## src/rtl/modulo_medidor_frequencia.sv

```systemverilog
// Gated frequency meter: counts synchronized rising edges of sig_in over a
// window of GATE_CYCLES clk cycles and reports the saturated count.
module modulo_medidor_frequencia #(
  parameter int unsigned GATE_CYCLES = 1000,
  parameter int unsigned CNT_W       = 20
) (
  input  logic             clk,
  input  logic             clr,
  input  logic             start,
  input  logic             sig_in,
  output logic [CNT_W-1:0] freq,
  output logic             valid,
  output logic             busy,
  output logic             ovf
);

  localparam int unsigned TW = (GATE_CYCLES > 1) ? $clog2(GATE_CYCLES) : 1;

  typedef enum logic {
    IDLE    = 1'b0,
    MEASURE = 1'b1
  } state_t;

  state_t           state;
  logic             s1, s2, s3;
  logic             edge_det;
  logic [CNT_W-1:0] cnt, cnt_nxt;
  logic             ovf_flag, ovf_nxt;
  logic [TW-1:0]    timer;

  assign edge_det = s2 & ~s3;

  // Next counter value including this cycle's edge, so the closing cycle's
  // edge lands in freq without an extra pipeline stage.
  always_comb begin
    cnt_nxt = cnt;
    ovf_nxt = ovf_flag;
    if (edge_det) begin
      if (&cnt) ovf_nxt = 1'b1;
      else      cnt_nxt = cnt + CNT_W'(1);
    end
  end

  always_ff @(posedge clk or posedge clr) begin
    if (clr) begin
      state    <= IDLE;
      s1       <= 1'b0;
      s2       <= 1'b0;
      s3       <= 1'b0;
      cnt      <= '0;
      ovf_flag <= 1'b0;
      timer    <= '0;
      freq     <= '0;
      valid    <= 1'b0;
      busy     <= 1'b0;
      ovf      <= 1'b0;
    end else begin
      s1    <= sig_in;
      s2    <= s1;
      s3    <= s2;
      valid <= 1'b0;
      case (state)
        IDLE: begin
          if (start) begin
            cnt      <= '0;
            ovf_flag <= 1'b0;
            timer    <= '0;
            busy     <= 1'b1;
            state    <= MEASURE;
          end
        end
        MEASURE: begin
          cnt      <= cnt_nxt;
          ovf_flag <= ovf_nxt;
          if (timer == TW'(GATE_CYCLES - 1)) begin
            freq  <= cnt_nxt;
            ovf   <= ovf_nxt;
            valid <= 1'b1;
            busy  <= 1'b0;
            state <= IDLE;
          end else begin
            timer <= timer + TW'(1);
          end
        end
        default: state <= IDLE;
      endcase
    end
  end

endmodule

```

## config.mk

```make
export PLATFORM = sky130hd
export DESIGN_NAME = modulo_medidor_frequencia
export DESIGN_NICKNAME = d
export VERILOG_FILES = /design/src/rtl/modulo_medidor_frequencia.sv
export SDC_FILE = /design/constraint.sdc
export NUM_CORES = 1
export LEC_CHECK = 0
export ABC_AREA = 1
export CORE_ASPECT_RATIO = 1.1
export CORE_MARGIN = 8
export CORE_UTILIZATION = 25
export CTS_BUF_LIST = sky130_fd_sc_hd__clkbuf_8 sky130_fd_sc_hd__clkbuf_16
export CTS_CLUSTER_DIAMETER = 120
export DETAILED_ROUTE_END_ITERATION = 8
export DONT_BUFFER_PORTS = 1
export PLACE_DENSITY = 0.45
export SLEW_MARGIN = 20
export SYNTH_ARGS = -nofsm -noshare
export SYNTH_HDL_FRONTEND = slang
export SYNTH_SLANG_ARGS = --single-unit
```

## constraint.sdc

```tcl
create_clock -name clk -period 3.62 [get_ports clk]
set_clock_uncertainty 0.05 [all_clocks]
set_input_delay 0.362 -clock clk [delete_from_list [all_inputs] [get_ports clk]]
set_output_delay 0.362 -clock clk [all_outputs]
set_load 0.05 [all_outputs]
```

Word level (Yosys, flattened, before mapping)
Index checks and enable logic that the tools add are counted.
- register bits after elaboration: 58
- input bits: 4
- output and inout bits: 23
- logic and storage cells: 43
- add/sub/neg operators: 2
- eq/ne operators: 4
- multiplexer cells: 19
- bitwise logic cells: 3
- reductions and logical operators: 4
- operator list (kind ; count):
    2-to-1 mux 20 bit ; 3
    case mux 20 bit (2 select lines) ; 1
    adder 20 x 1 -> 20 bit (second input constant) ; 1
    2-to-1 mux 10 bit ; 2
    case mux 10 bit (2 select lines) ; 1
    AND reduction 20 bit ; 1
    adder 10 x 1 -> 10 bit (second input constant) ; 1
    == test 10 bit (second input constant) ; 1
    2-to-1 mux 1 bit ; 9
    case mux 1 bit (2 select lines) ; 3
    AND reduction 2 bit ; 3
    inequality test 2 bit (second input constant) ; 2
    inequality test 2 x 1 -> 1 bit (second input constant) ; 1
    NOT 1 bit ; 2
    AND 1 bit ; 1

Depth between registers and ports, before layout
- depth after elaboration: 4
- gate-level depth with buffers: 11
- gate-level depth less buffers: 11

Least setup slack after synthesis
No wires, ideal clock.
- kind: register -> register
- start point: reg timer[0]
- end point: reg freq[10]
- library setup time: 118 ps
- arrival time: 1409 ps
- required time: 3452 ps
- slack: 2043 ps
- stages on the path, launching flop included: 9
- path buffers: 1
- cell sequence: dfrtp_1 ha_1 nand2_2 nor2_2 nor3b_2 nand4_4 buf_2 nand2_1 nand2_1
- word-level cells in the longest chain between the ends: 2
- ends and longest elaborated chain (element ; RTL line ; source):
    from (decl) ; 29 ; logic [TW-1:0] timer;
    from (signal assigned) ; 82 ; timer <= timer + TW'(1);
    == test 10 bit ; 75 ; if (timer == TW'(GATE_CYCLES - 1)) begin
    AND reduction 2 bit (no line) ; n/a ;
    to (signal assigned) ; 76 ; freq <= cnt_nxt;
    to (decl) ; 11 ; output logic [CNT_W-1:0] freq,
Every way passes these cells.
A chain may end at the register's enable or synchronous reset.

Final worst setup path
- start point: reg timer[0]
- end point: reg freq[12]
Same word-level chain as after synthesis.

==> impl_metrics.csv <==
group,metric,value,unit
outcome,status,"finished clean",
floorplanning,io_pins,27,
setup_path,cp_data_arrival_time,2.15,ns
route,wl_met1,3.780,mm
clock_network,clockRootBuffer,"clkbuf_16",
cells_and_area,diodes,0,
sta,worst_pin_slew,0.8398,ns
floorplanning,die-area,17100,sq um
cells_and_area,num-nets-final,460,
synth,syn_inst,448,
route,firstDrtPassIters,4,
sta,period_share,0.5304,
setup_path,cp_max_fo,18,
sta,slew_viol_final,0,
cells_and_area,syn_to_final_growth,14.60,%
setup_path,worstPathRequired,3.85,ns
placed_design,gp_congestion,0.8133,
clock_network,clk_latency,0.34,ns
synth,synth-async-reset-ratio,1.000,
route,post_drt_wl_per_cell,13.01,um
clock_network,cts_max_level,3,
clock_network,cts-buffers-inserted,9,
floorplanning,fp-row-count,44,
setup_path,critical_path_class,"reg2reg",
cells_and_area,drive_gt1_frac,0.1157,
global_route,antenna_found_initial,0,
route,wirelength,8.056,mm
cells_and_area,layout_common_cells,"192 x nand2_1, 58 x dfrtp_1, 46 x inv_1",
route,wl_met3,345,um
global_route,grt_max_degree,48,
global_route,first_global_vias,2829,
placed_design,placed_area,3453,sq um
sta,setup_tns,0,ns
placed_design,hpwl,5.760,mm
clock_network,cts_tree,"yes",
synth,yosysSeqAreaShare,0.4409,
route,wl_met2,3.765,mm
route,viasPerCell,4.430,
route,ant_nets,0,
route,drtIter0Drc,129,
clock_network,cts_buffer_depth,2,
cells_and_area,reg_top3,"cnt x20, freq x20, timer x10",
sta,rsz0062_at_grt,"no",
synth,syn_nets,454,
floorplanning,die_x,125.4,um
setup_path,start_kind,"flip-flop",
floorplanning,core_area,13050,sq um
power_and_ir_drop,power_density,604.6,nW/um^2
sta,slew-limit-headroom,0.4395,
placed_design,numPortBuffers,0,
synth,yosysWarnings,0,
clock_network,clk_pin_slew,0.05,ns
sta,period_needed,1.920,ns
global_route,grt_pass1_wl,14.04,mm
synth,synth_edf_count,0,
synth,syn_avg_cell_area,7.348,sq um
route,top_layer_used,"met4",
sta,hold_violations,0,
power_and_ir_drop,peakVddDrop,0.0002885,V
route,vias,2742,
sta,finalSetupViolCount,0,
floorplanning,die_h,136.4,um
cells_and_area,final_common_cell,"nand2_1",
synth,synth_flop_cell,"dfrtp_1",
job,max_cap_viol_count,0,
synth,yosysUniqueCellTypes,34,
worst_hold_path,hp-class,"in2async",
cells_and_area,postLayoutCellArea,3772,sq um
global_route,grtUsageTotal,0.1047,
sta,fmax,0.5208,GHz
setup_path,cp-end-kind,"flip-flop",
clock_network,clock-sinks,58,
floorplanning,initial_utilization,0.2523,
setup_path,reg2reg_slack,1.70,ns
power_and_ir_drop,leakagePower,1.973,nW
synth,ys_ff_latch,58,
route,drc,0,
global_route,grt_overflow,0,
synth,syn_area,3292,sq um
## worst paths after layout
kind	startpoint	endpoint	depth (start not counted)
min reg2reg	s1$_DFF_PP0_	s2$_DFF_PP0_	0
max	timer[0]$_DFFE_PP0P_	freq[12]$_DFFE_PP0P_	8
min in group clk	start	busy$_DFFE_PP0P_	2
min	clr	timer[6]$_DFFE_PP0P_	1
max reg2reg	timer[0]$_DFFE_PP0P_	freq[12]$_DFFE_PP0P_	8
max in group asynchronous	clr	cnt[13]$_DFFE_PP0P_	2
## power breakdown
group          total (mW)  internal [mW]  switching, mW  leakage, nW
Sequential          0.949          0.768          0.181        0.741
Combinational       0.444          0.172          0.271         1.08
Clock               0.889          0.593          0.295        0.151
Total                2.28           1.53          0.748         1.97
## synth_stat cells (2+ instances only)
cell type,n,share of area
nand2_1,192,0.22
dfrtp_1,58,0.44
inv_1,47,0.054
nand3_1,30,0.046
nor2_1,24,0.027
o21ai_0,15,0.023
nand3_2,9,0.027
nand4_1,9,0.017
nor2_2,7,0.013
o21ai_1,6,0.0091
xor2_1,6,0.016
nand2_2,5,0.0095
buf_4,4,0.0091
nor2_4,4,0.014
nor3_1,3,0.0046
a21oi_1,2,0.0030
buf_2,2,0.0030
buf_6,2,0.0068
clkbuf_1,2,0.0023
clkinv_1,2,0.0023
ha_1,2,0.0076
nand4_2,2,0.0076
o21a_1,2,0.0046
o21ai_2,2,0.0053
or2_1,2,0.0038
## layer usage
metal  vias to the layer above  track usage
li1                       1419            -
met1                      1283       0.1217
met2                        29       0.1706
met3                        11      0.03727
met4                         0      0.04875
met5                         -            0
## stage by stage
| step | hold slack (ns) | total power, mW | util | worst slack (ns) | cells |
|---|---|---|---|---|---|
| 3_3_place_gp | 0.3015 | 1.398 | 0.2647 | 1.670 | 603 |
| 4_1_cts | 0.1430 | 2.314 | 0.2890 | 1.647 | 619 |
| 3_5_place_dp | 0.3003 | 1.405 | 0.2647 | 1.673 | 603 |
| 2_1_floorplan | 0.2812 | 1.297 | - | 1.780 | 448 |
| 5_1_grt | 0.07888 | 2.434 | 0.2891 | 1.447 | 619 |
| 6_report | 0.002862 | 2.281 | 0.2891 | 1.700 | 619 |
## area by class of cell
cell class / count / area (sq um)
multi-input combinational: 329 / 1574
clock buffer: 9 / 225.2
inverter: 51 / 197.7
fill: 1400 / 9275
tap: 161 / 201.4
sequential: 58 / 1451
clock inverter: 6 / 82.58
timing repair buffer: 5 / 40.04
## kinds of logic (layout without fill, tap and decap cells)
group / count (synthesis) / after routing / synth area share
and+or+nand+nor: 291 / 291 / 0.4033
buffers and inverters: 61 / 71 / 0.08096
DFF: 58 / 58 / 0.4409
AOI/OAI and AO/OA: 30 / 30 / 0.05131
xor gates and xnor gates: 6 / 6 / 0.01596
adders and majority gates: 2 / 2 / 0.007600
## worst max-delay path, stage by stage, from the launching register on
cell and delay, ns:
dfrtp_1 0.39, ha_1 0.21, nand2_2 0.09, nor2_2 0.10, nor3b_2 0.25, nand4_4 0.32, clkinv_4 0.24, nand3_1 0.12
nand2_1 0.07
## timing repair
item / 4_1_cts / 5_1_grt
endpoints found under the hold margin: 1 / 0
buffers inserted: 0 / 0
resized for setup: 0 / 0
hold buffers: 1 / 0
Note: power is estimated with default switching activity, not from simulation.
